<file path="src/rtl/pipe_pkg.sv">
// Constants and types shared by the bundled-data pipeline stages.
package pipe_pkg;

    localparam int unsigned DefWidth      = 3;
    localparam int unsigned DefDepth      = 4;
    localparam int unsigned DefSyncStages = 2;

    typedef logic [DefWidth-1:0] data_t;

endpackage

</file>
<file path="src/rtl/sync_ff.sv">
// Multi-flop synchronizer for a single asynchronous level; q is the last stage.
module sync_ff #(
    parameter int unsigned STAGES = 2
) (
    input  logic clk,
    input  logic rst,
    input  logic d,
    output logic q
);

    logic [STAGES-1:0] sync_q;

    always_ff @(posedge clk) begin
        if (rst) begin
            sync_q <= '0;
        end else begin
            sync_q <= {sync_q[STAGES-2:0], d};
        end
    end

    assign q = sync_q[STAGES-1];

endmodule

</file>
<file path="src/rtl/hs_sink_fifo.sv">
// Two-phase bundled-data sink: synchronizes req_in, captures data_in into a
// first-word fall-through FIFO and returns a transition ack per stored token.
module hs_sink_fifo
    import pipe_pkg::*;
#(
    parameter int unsigned WIDTH       = DefWidth,
    parameter int unsigned DEPTH       = DefDepth,
    parameter int unsigned SYNC_STAGES = DefSyncStages
) (
    input  logic                     clk,
    input  logic                     rst,
    input  logic                     req_in,
    input  logic [WIDTH-1:0]         data_in,
    output logic                     ack_out,
    output logic                     out_valid,
    output logic [WIDTH-1:0]         out_data,
    input  logic                     out_ready,
    output logic [$clog2(DEPTH):0]   count,
    output logic                     pending
);

    localparam int unsigned AW = $clog2(DEPTH);
    localparam int unsigned CW = AW + 1;

    logic             req_s;
    logic             ack_q, ack_d;
    logic [AW-1:0]    wr_ptr_q, wr_ptr_d;
    logic [AW-1:0]    rd_ptr_q, rd_ptr_d;
    logic [CW-1:0]    count_q, count_d;
    logic [WIDTH-1:0] mem_q [DEPTH];
    logic             push, pop;

    // data_in is bundled with req_in and deliberately not synchronized.
    sync_ff #(
        .STAGES (SYNC_STAGES)
    ) u_sync (
        .clk (clk),
        .rst (rst),
        .d   (req_in),
        .q   (req_s)
    );

    always_comb begin
        out_valid = (count_q != '0);
        pending   = (req_s != ack_q);
        pop       = out_valid && out_ready;
        // A pop in the same cycle frees the slot, so a full FIFO can still accept.
        push      = pending && ((count_q < CW'(DEPTH)) || pop);

        wr_ptr_d  = wr_ptr_q;
        rd_ptr_d  = rd_ptr_q;
        count_d   = count_q;
        ack_d     = ack_q;

        if (push) begin
            wr_ptr_d = wr_ptr_q + AW'(1);
            ack_d    = ~ack_q;
        end
        if (pop) begin
            rd_ptr_d = rd_ptr_q + AW'(1);
        end
        case ({push, pop})
            2'b10:   count_d = count_q + CW'(1);
            2'b01:   count_d = count_q - CW'(1);
            default: count_d = count_q;
        endcase
    end

    always_ff @(posedge clk) begin
        if (rst) begin
            ack_q    <= 1'b0;
            wr_ptr_q <= '0;
            rd_ptr_q <= '0;
            count_q  <= '0;
        end else begin
            ack_q    <= ack_d;
            wr_ptr_q <= wr_ptr_d;
            rd_ptr_q <= rd_ptr_d;
            count_q  <= count_d;
        end
    end

    // Storage is left unreset; only occupancy decides what is visible.
    always_ff @(posedge clk) begin
        if (push) begin
            mem_q[wr_ptr_q] <= data_in;
        end
    end

    assign ack_out  = ack_q;
    assign out_data = mem_q[rd_ptr_q];
    assign count    = count_q;

endmodule

</file>
<file path="config.mk">
export PLATFORM = sky130hd
export DESIGN_NAME = hs_sink_fifo
export DESIGN_NICKNAME = d
export VERILOG_FILES = /design/src/rtl/pipe_pkg.sv /design/src/rtl/sync_ff.sv /design/src/rtl/hs_sink_fifo.sv
export SDC_FILE = /design/constraint.sdc
export NUM_CORES = 1
export LEC_CHECK = 0
export CORE_MARGIN = 2
export CORE_UTILIZATION = 46
export DETAILED_ROUTE_END_ITERATION = 10
export GPL_TIMING_DRIVEN = 0
export PLACE_DENSITY_LB_ADDON = 0.15
export SLEW_MARGIN = 20
export SYNTH_ARGS = -nofsm -noshare
export SYNTH_HDL_FRONTEND = slang
export SYNTH_SLANG_ARGS = --single-unit
export TNS_END_PERCENT = 1
</file>
<file path="constraint.sdc">
create_clock -name clk -period 2.2 [get_ports clk]
set_input_delay 0.66 -clock clk [delete_from_list [all_inputs] [get_ports clk]]
set_output_delay 0.66 -clock clk [all_outputs]
set_load 0.01 [all_outputs]
</file>
==> results of run 1 <==
==> worst min-delay path by stage <==
stage	startpoint	end	slack (ps)	cells past startpoint
after floorplan	u_sync.sync_q[0]	u_sync.sync_q[1]	410	1
after global placement	u_sync.sync_q[0]	u_sync.sync_q[1]	430	1
after detailed placement	u_sync.sync_q[0]	u_sync.sync_q[1]	430	1
after CTS	u_sync.sync_q[0]	u_sync.sync_q[1]	450	1
after global routing	u_sync.sync_q[0]	u_sync.sync_q[1]	460	1
final	u_sync.sync_q[0]	u_sync.sync_q[1]	450	1
==> cell type report <==
class                           instances  area, um^2  area share (%)
Multi-Input combinational cell         43         433            32.7
Clock buffer                            3        22.5            1.70
Timing Repair Buffer                   18         165            12.5
Clock inverter                          1        30.0            2.27
Sequential cell                        24         608            46.0
Tap cell                               28        35.0            2.65
Inverter                                6        25.0            1.89
Buffer                                  1        3.75           0.284
==> routing by layer <==
layer	share of wire, %	GRT usage, %	vias to the layer above
met5	0	0	-
met4	0.77	6.76	0
met3	3.1	3.51	2
met2	47	20.1	9
met1	49	18.8	298
li1	-	-	304
==> cell usage after synthesis <==
| library cell | number |
|---|---|
| buf_1 | 1 |
| o311ai_1 | 1 |
| inv_2 | 1 |
| nand4b_1 | 1 |
| or3_1 | 2 |
| fa_1 | 1 |
| o21ai_0 | 1 |
| a21oi_1 | 2 |
| and3_1 | 2 |
| nor2_1 | 8 |
| xor2_1 | 3 |
| dfxtp_1 | 12 |
| mux4_2 | 3 |
| o31ai_2 | 1 |
| o31a_1 | 1 |
| ha_1 | 5 |
| xnor2_1 | 1 |
| nand3_1 | 1 |
| inv_1 | 5 |
| and3_2 | 2 |
| o21ai_2 | 1 |
| nor2b_1 | 2 |
| nand2b_1 | 2 |
| and2_4 | 1 |
| mux2i_1 | 1 |
| buf_6 | 1 |
| xor2_2 | 1 |
| edfxtp_1 | 12 |
==> power by group <==
part	internal, mW	total [mW]	switching, mW
Combinational	0.204	0.356	0.152
Sequential	0.520	0.574	0.0545
Clock	0.184	0.314	0.130
Total	0.908	1.24	0.337
==> sequential cells by signal, indices dropped and copies added, names as in the netlist, named ones only <==
name	flops
ack_out	1
count	3
mem_q	12
rd_ptr_q	2
u_sync.sync_q	2
wr_ptr_q	2
==> stage by stage <==
stage,setup WS [ps],TNS [ps],hold slack (ps)
CTS,-58.8,-58.8,453
detailed placement,-623,-1170,430
finish,54.1,0,451
global route,14.6,0,462
global placement,-596,-1090,429
floorplan,-48.9,-48.9,414
==> what timing repair did <==
action / 4_1_cts / 5_1_grt
setup endpoints to repair: 7 / 4
endpoints found under the hold margin: 0 / 0
buffers inserted: 0 / 3
pin swaps: 1 / 4
resized for setup: 13 / 10
hold buffers: 0 / 0
==> kinds of logic after synthesis <==
| group | after synthesis | share of synthesized area [%] |
|---|---|---|
| muxes | 4 | 7.60 |
| buffers and inverters | 8 | 3.68 |
| and+or+nand+nor | 21 | 11.5 |
| adders and majority gates | 6 | 8.09 |
| DFF | 24 | 58.8 |
| xor gates and xnor gates | 5 | 5.03 |
| AOI/OAI and AO/OA | 7 | 5.27 |
==> flow_metrics.tcl, run 1 <==
set metrics [dict create \
    ff2ff_setup_slack_ps 120 \
    dpl_cell_area_um2 1220 \
    die_w_um 51.1 \
    worst_slew_pin_slew_ps 509 \
    clock_sinks 24 \
    slew_headroom_pct 66.1 \
    hold_viol_final 0 \
    cap_violations 0 \
    arrival_ps 2390 \
    drt_iter0_markers 4 \
    r2r_cells 9 \
    layout_common_cells "edfxtp_1, clkdlybuf4s50_1, nor2_1, dfxtp_1" \
    status "finished, final reports clean" \
    crit_fanout 8 \
    placed_cells 118 \
    fin_area_um2 1320 \
    fin_crit_ps 2150 \
    final_common_cell "edfxtp_1" \
    yosys.area.top_type "edfxtp_1" \
    numCtsBuffers 3 \
    dpl.hpwl_mm 1.12 \
    worstSetupStartpoint "out_ready" \
    finalSetupViolCount 0 \
    clockBufferDepth 2 \
    rr_endpoint "count[2]" \
    grt_pass1_vias 563 \
    cts-root-buf "clkbuf_4" \
    area_growth_pct 29.5 \
    core-area_um2 2150 \
    routed_wl_mm 1.56 \
    ios 16 \
    final_util_pct 61.6 \
    rsz0062_at_grt "no" \
    initial_core_util_pct 47.5 \
    via_per_inst 4.94 \
    gr-usage-all-layers_pct 13.7 \
    drive_gt1_share_pct 30.2 \
    worst_setup_path_start_kind "input port" \
    ys_ff_latch 24 \
    hold_path_class "register to register" \
    ys_seq_area_share_pct 58.8 \
    leakagePower_nw 0.497 \
    cts_max_level 1 \
    max_freq_ghz 0.466 \
    syn_area_per_cell_um2 13.6 \
    crit_family "simple AND/OR/NAND/NOR gates" \
    cp_num_cells 10 \
    worst_clock_skew_ps 1.84 \
    cpPeakStageDelay_ps 370 \
    antenna_found_initial 0 \
    vias 613 \
    cp_data_required_time_ps 2450 \
    path_buf_inv 3 \
    ir_drop_mv 0.516 \
    antenna_cells 0 \
    num-fill-cells 177 \
    synth_fp_nets 88 \
    final_nets 110 \
    dieHeight_um 51.1 \
    syn_inst 75 \
    dieArea_um2 2610 \
    final_cells 124 \
    crit_path_end_kind "register" \
    drtAntennaViolNets 0 \
    reg2reg_from "u_sync.sync_q[1]" \
    tritoncts "yes" \
    drt_pre_antenna_iters 4 \
    ys_types 28 \
    p_per_area_nw_per_um2 941 \
    crit_end "count[2]" \
    worstSetupPathType "input port to register" \
    critPathSlowestCell "fa_2" \
    crit_chain "clkbuf_2, nand2b_4, and2_4, inv_4, ha_4, inv_2, fa_2, xor2_2, or3_4, a21oi_2" \
    power_mw 1.24 \
    synth_top_area_share_pct 35.3 \
    grt_max_degree 15 \
    io_buffer_count 15 \
    finalCritPeriodShare_pct 97.5 \
    insertion_delay_ps 310 \
    final_max_slew_viol_count 0 \
    route.detailed.drc 0 \
    grt_remaining_overflow 0 \
    globalplace.congestion 0.686 \
    core.rowCount 17 \
    wl_per_cell_um 12.6 \
    yosys_warnings 0 \
    synth_area_leaders "edfxtp_1, dfxtp_1, mux4_2" \
    netlist_area_um2 1020 \
    grt_first_pass_wirelength_mm 2.53 \
    cts.clk_slew.worst_paths_ps 130 \
]
Power figures use the tool's default switching activity.
==> run 2: changes to the inputs <==
--- a/config.mk
+++ b/config.mk
@@ -5,6 +5,7 @@
 export SDC_FILE = /design/constraint.sdc
 export NUM_CORES = 1
 export LEC_CHECK = 0
+export CORE_ASPECT_RATIO = 0.75
 export CORE_MARGIN = 2
 export CORE_UTILIZATION = 46
 export DETAILED_ROUTE_END_ITERATION = 10
==> run 2 against run 1 <==
Compared with the run above: sequential cell count did not move; cell count down 4.0%; wire length rose by 9.6%; largest cell class unchanged; highest routed layer unchanged.
==> flow_metrics.tcl, run 2 (synthesized netlist as in run 1, its figures left out) <==
set metrics [dict create \
    dieArea_um2 2620 \
    tritoncts "yes" \
    p_per_area_nw_per_um2 868 \
    final_max_slew_viol_count 0 \
    dpl.hpwl_mm 1.30 \
    cts_hold_buf 0 \
    fin_crit_ps 2140 \
    fin_area_um2 1270 \
    crit_chain "mux4_2, dlygate4sd2_1" \
    antenna_found_initial 0 \
    ir_drop_mv 0.600 \
    status "finished, final reports clean" \
    gr-usage-all-layers_pct 14.7 \
    reg2reg_from "count[2]" \
    area_growth_pct 24.3 \
    cp_data_required_time_ps 1540 \
    crit_fanout 3 \
    layout_common_cells "edfxtp_1, clkdlybuf4s50_1, nor2_1, dfxtp_1, inv_1" \
    min_to "u_sync.sync_q[1]" \
    cap_violations 0 \
    leakagePower_nw 0.479 \
    cpPeakStageDelay_ps 480 \
    worst_setup_path_start_kind "register" \
    hold_viol_final 0 \
    drive_gt1_share_pct 24.2 \
    worst_slew_pin_slew_ps 480 \
    rr_endpoint "count[2]" \
    insertion_delay_ps 310 \
    vias 620 \
    slew_headroom_pct 68.0 \
    clock_sinks 24 \
    final_common_cell "edfxtp_1" \
    final_nets 109 \
    wl_per_cell_um 14.3 \
    grt_max_degree 14 \
    drtAntennaViolNets 0 \
    grt_first_pass_wirelength_mm 2.70 \
    r2r_cells 10 \
    drt_pre_antenna_iters 4 \
    ff2ff_setup_slack_ps 180 \
    critPathSlowestCell "mux4_2" \
    worst_clock_skew_ps 2.36 \
    cts.clk_slew.worst_paths_ps 120 \
    max_freq_ghz 0.467 \
    core.rowCount 14 \
    globalplace.congestion 0.692 \
    dpl_cell_area_um2 1220 \
    via_per_inst 5.21 \
    dieHeight_um 44.8 \
    numCtsBuffers 3 \
    power_mw 1.10 \
    ios 16 \
    cts-root-buf "clkbuf_4" \
    arrival_ps 1480 \
    route.detailed.drc 0 \
    path_buf_inv 1 \
    hold_depth 1 \
    initial_core_util_pct 49.8 \
    num-fill-cells 171 \
    rsz0062_at_grt "no" \
    hp-start "u_sync.sync_q[0]" \
    io_buffer_count 15 \
    grt_pass1_vias 552 \
    hold_path_class "register to register" \
    top_register "mem_q" \
    crit_path_end_kind "primary output" \
    grt_remaining_overflow 0 \
    core-area_um2 2050 \
    routed_wl_mm 1.71 \
    die_w_um 58.4 \
    antenna_cells 0 \
    cts_max_level 1 \
    finalCritPeriodShare_pct 97.4 \
    clockBufferDepth 2 \
    finalSetupViolCount 0 \
    drt_iter0_markers 17 \
    largest_register_ffs 12 \
    crit_family "multiplexers" \
    worstSetupPathType "register to primary output" \
]
-- run 2: layer usage --
layer,vias up,share of wire [%],GRT usage (%)
li1,306,-,-
met1,301,47,19.7
met2,11,47,21.8
met3,2,4.3,5.44
met4,0,1.1,5.58
met5,-,0,0
-- run 2: worst max path at each step --
stage,from,end,slack [ps],cells after the start
2_1_floorplan,out_ready,count[2],-50,10
3_3_place_gp,out_ready,count[2],-590,11
3_5_place_dp,out_ready,count[2],-620,11
4_1_cts,out_ready,count[2],10,11
5_1_grt,register,out_data[1],2,2
6_report,register,out_data[1],60,2
-- run 2: through the flow --
step                hold WS, ps  TNS, ps  instances  worst slack (ps)  utilization [%]
finish                      449        0        119              57.3             61.9
floorplan                   414    -48.9         75             -48.9                -
global placement            424    -1090        114              -594             59.3
global route                471        0        119              1.82             61.9
detailed placement          428    -1190        114              -617             59.3
CTS                         451        0        118              11.3             61.7
-- run 2: repair_timing --
item | in CTS | in global routing
setup endpoints to repair | 7 | 2
buffers inserted | 0 | 1
pin swaps | 1 | 2
gates cloned | 0 | 0
resized for setup | 15 | 3
-- run 2: report_power, final --
group,internal (mW),switching (mW)
clock network,0.0663,0.127
logic,0.189,0.142
registers,0.520,0.0573
total,0.775,0.326
-- run 2: final cells by class --
type	instances	area, um^2	area share [%]
flip-flops and latches	24	608	47.9
multi-input cells	43	417	32.8
repair buffers	16	148	11.6
well taps	24	30.0	2.37
inverters	6	25.0	1.97
clock buffers	3	22.5	1.78
plain buffers	2	15.0	1.18
clock inverters	1	3.75	0.296
==> run 3: changes to the inputs <==
--- a/config.mk
+++ b/config.mk
@@ -11,6 +11,7 @@
 export DETAILED_ROUTE_END_ITERATION = 10
 export GPL_TIMING_DRIVEN = 0
 export PLACE_DENSITY_LB_ADDON = 0.15
+export REMOVE_ABC_BUFFERS = 1
 export SLEW_MARGIN = 20
 export SYNTH_ARGS = -nofsm -noshare
 export SYNTH_HDL_FRONTEND = slang
==> run 3 against run 2 <==
Compared with the run above: clock power about the same; register-to-register slack about the same; first-iteration DRC count down 59%; critical path type unchanged; cell area down 1.2%; via count down 1.8%; sequential share of layout area up 0.37 points; count of clock-buffer cells in the layout unchanged; combinational power up 1%; clock skew about the same; wire length down 3.5%; setup slack better by 39 ps.
==> flow_metrics.tcl, run 3 (synthesized netlist as in run 1, its figures left out) <==
set metrics [dict create \
    crit_path_end_kind "primary output" \
    final_max_slew_viol_count 0 \
    ir_drop_mv 0.558 \
    gr-usage-all-layers_pct 15.5 \
    cts_hold_buf 0 \
    fin_ws_ps 96.2 \
    p_per_area_nw_per_um2 880 \
    dieArea_um2 2620 \
    initial_core_util_pct 49.8 \
    top_register "mem_q" \
    cpPeakStageDelay_ps 490 \
    power_mw 1.10 \
    slew_headroom_pct 66.5 \
    hold_path_class "register to register" \
    drtAntennaViolNets 0 \
    core.rowCount 14 \
    dieHeight_um 44.8 \
    clock_sinks 24 \
    hold_depth 1 \
    routed_wl_mm 1.65 \
    cap_violations 0 \
    layout_common_cells "edfxtp_1, dfxtp_1, clkdlybuf4s50_1" \
    area_growth_pct 22.8 \
    vias 609 \
    worst_slew_pin_slew_ps 501 \
    final_common_cell "edfxtp_1" \
    worst_clock_skew_ps 2.64 \
    r2r_cells 9 \
    preCtsSetupSlack_ps -758 \
    fin_crit_ps 2100 \
    cp_data_required_time_ps 1540 \
    via_per_inst 5.16 \
    drt_pre_antenna_iters 3 \
    finalSetupViolCount 0 \
    drt_iter0_markers 7 \
    antenna_found_initial 0 \
    cts_max_level 1 \
    dpl.hpwl_mm 1.17 \
    numCtsBuffers 3 \
    crit_end "out_data[0]" \
    ff2ff_setup_slack_ps 190 \
    worstSetupPathType "register to primary output" \
    tritoncts "yes" \
    grt_max_degree 14 \
    rsz0062_at_grt "no" \
    insertion_delay_ps 320 \
    leakagePower_nw 0.472 \
    wl_per_cell_um 13.9 \
    reg2reg_from "u_sync.sync_q[1]" \
    core-area_um2 2050 \
    route.detailed.drc 0 \
    clockBufferDepth 2 \
    arrival_ps 1440 \
    grt_util_met2_pct 25.6 \
    max_freq_ghz 0.475 \
    grt_remaining_overflow 0 \
    grt_pass1_vias 619 \
    use_met3_pct 7.45 \
    globalplace.congestion 0.746 \
    final_nets 108 \
    cts-root-buf "clkbuf_4" \
    drive_gt1_share_pct 23.4 \
    critPathSlowestCell "mux4_2" \
    cts.clk_slew.worst_paths_ps 120 \
    crit_chain "mux4_2, clkdlybuf4s15_1" \
    top_usage_layer "met2" \
    io_buffer_count 15 \
    finalCritPeriodShare_pct 95.6 \
    antenna_cells 0 \
    die_w_um 58.4 \
    hold_viol_final 0 \
    crit_fanout 3 \
    placed_cells 112 \
    hp-start "u_sync.sync_q[0]" \
    use_met1_pct 17.6 \
    grt_first_pass_wirelength_mm 2.80 \
    largest_register_ffs 12 \
    rr_endpoint "count[2]" \
    worst_setup_path_start_kind "register" \
    ios 16 \
    status "finished, final reports clean" \
    final_cells 118 \
]
-- run 3: how the worst min path moves through the flow --
stage                                  end  slack, ps
after floorplan           u_sync.sync_q[1]        410
after global placement    u_sync.sync_q[1]        420
after detailed placement  u_sync.sync_q[1]        430
after CTS                 u_sync.sync_q[1]        460
after global routing      u_sync.sync_q[1]        480
final                     u_sync.sync_q[1]        460
-- run 3: cell type report --
cell class                 count  area (um^2)
fill                         165          796
sequential                    24          606
multi-input combinational     43          409
timing repair buffer          17          158
tap                           24         30.0
inverter                       6         25.0
clock buffer                   3         22.5
clock inverter                 1         3.75
-- run 3: power breakdown --
group / internal (mW) / switching (mW)
logic: 0.191 / 0.144
clock network: 0.0666 / 0.129
registers: 0.520 / 0.0527
-- run 3: stage by stage --
step	hold WS [ps]	utilization [%]	area, um^2	TNS, ps
final	455	61.2	1250	0
after global routing	477	61.2	1250	0
after CTS	459	60.0	1230	0
after detailed placement	429	57.9	1190	-1490
after global placement	422	57.9	1190	-1450
after floorplan	414	-	1010	-123
-- run 3: metal layers --
layer / part of all wire, % / vias up
li1: - / 300
met1: 46 / 295
met2: 46 / 10
met3: 5.7 / 4
met4: 1.4 / 0
met5: 0 / -
-- run 3: critical path, delay by kind of cell (launching register included) --
kind                   cells  cell delay, ps
multiplexers               1             490
flip-flops                 1             400
buffers and inverters      1             240
-- run 3: repair_timing --
action / CTS / global route
pin swaps: 1 / 2
buffers inserted: 1 / 1
endpoints found under the setup margin: 7 / 4
gates resized for setup: 13 / 8
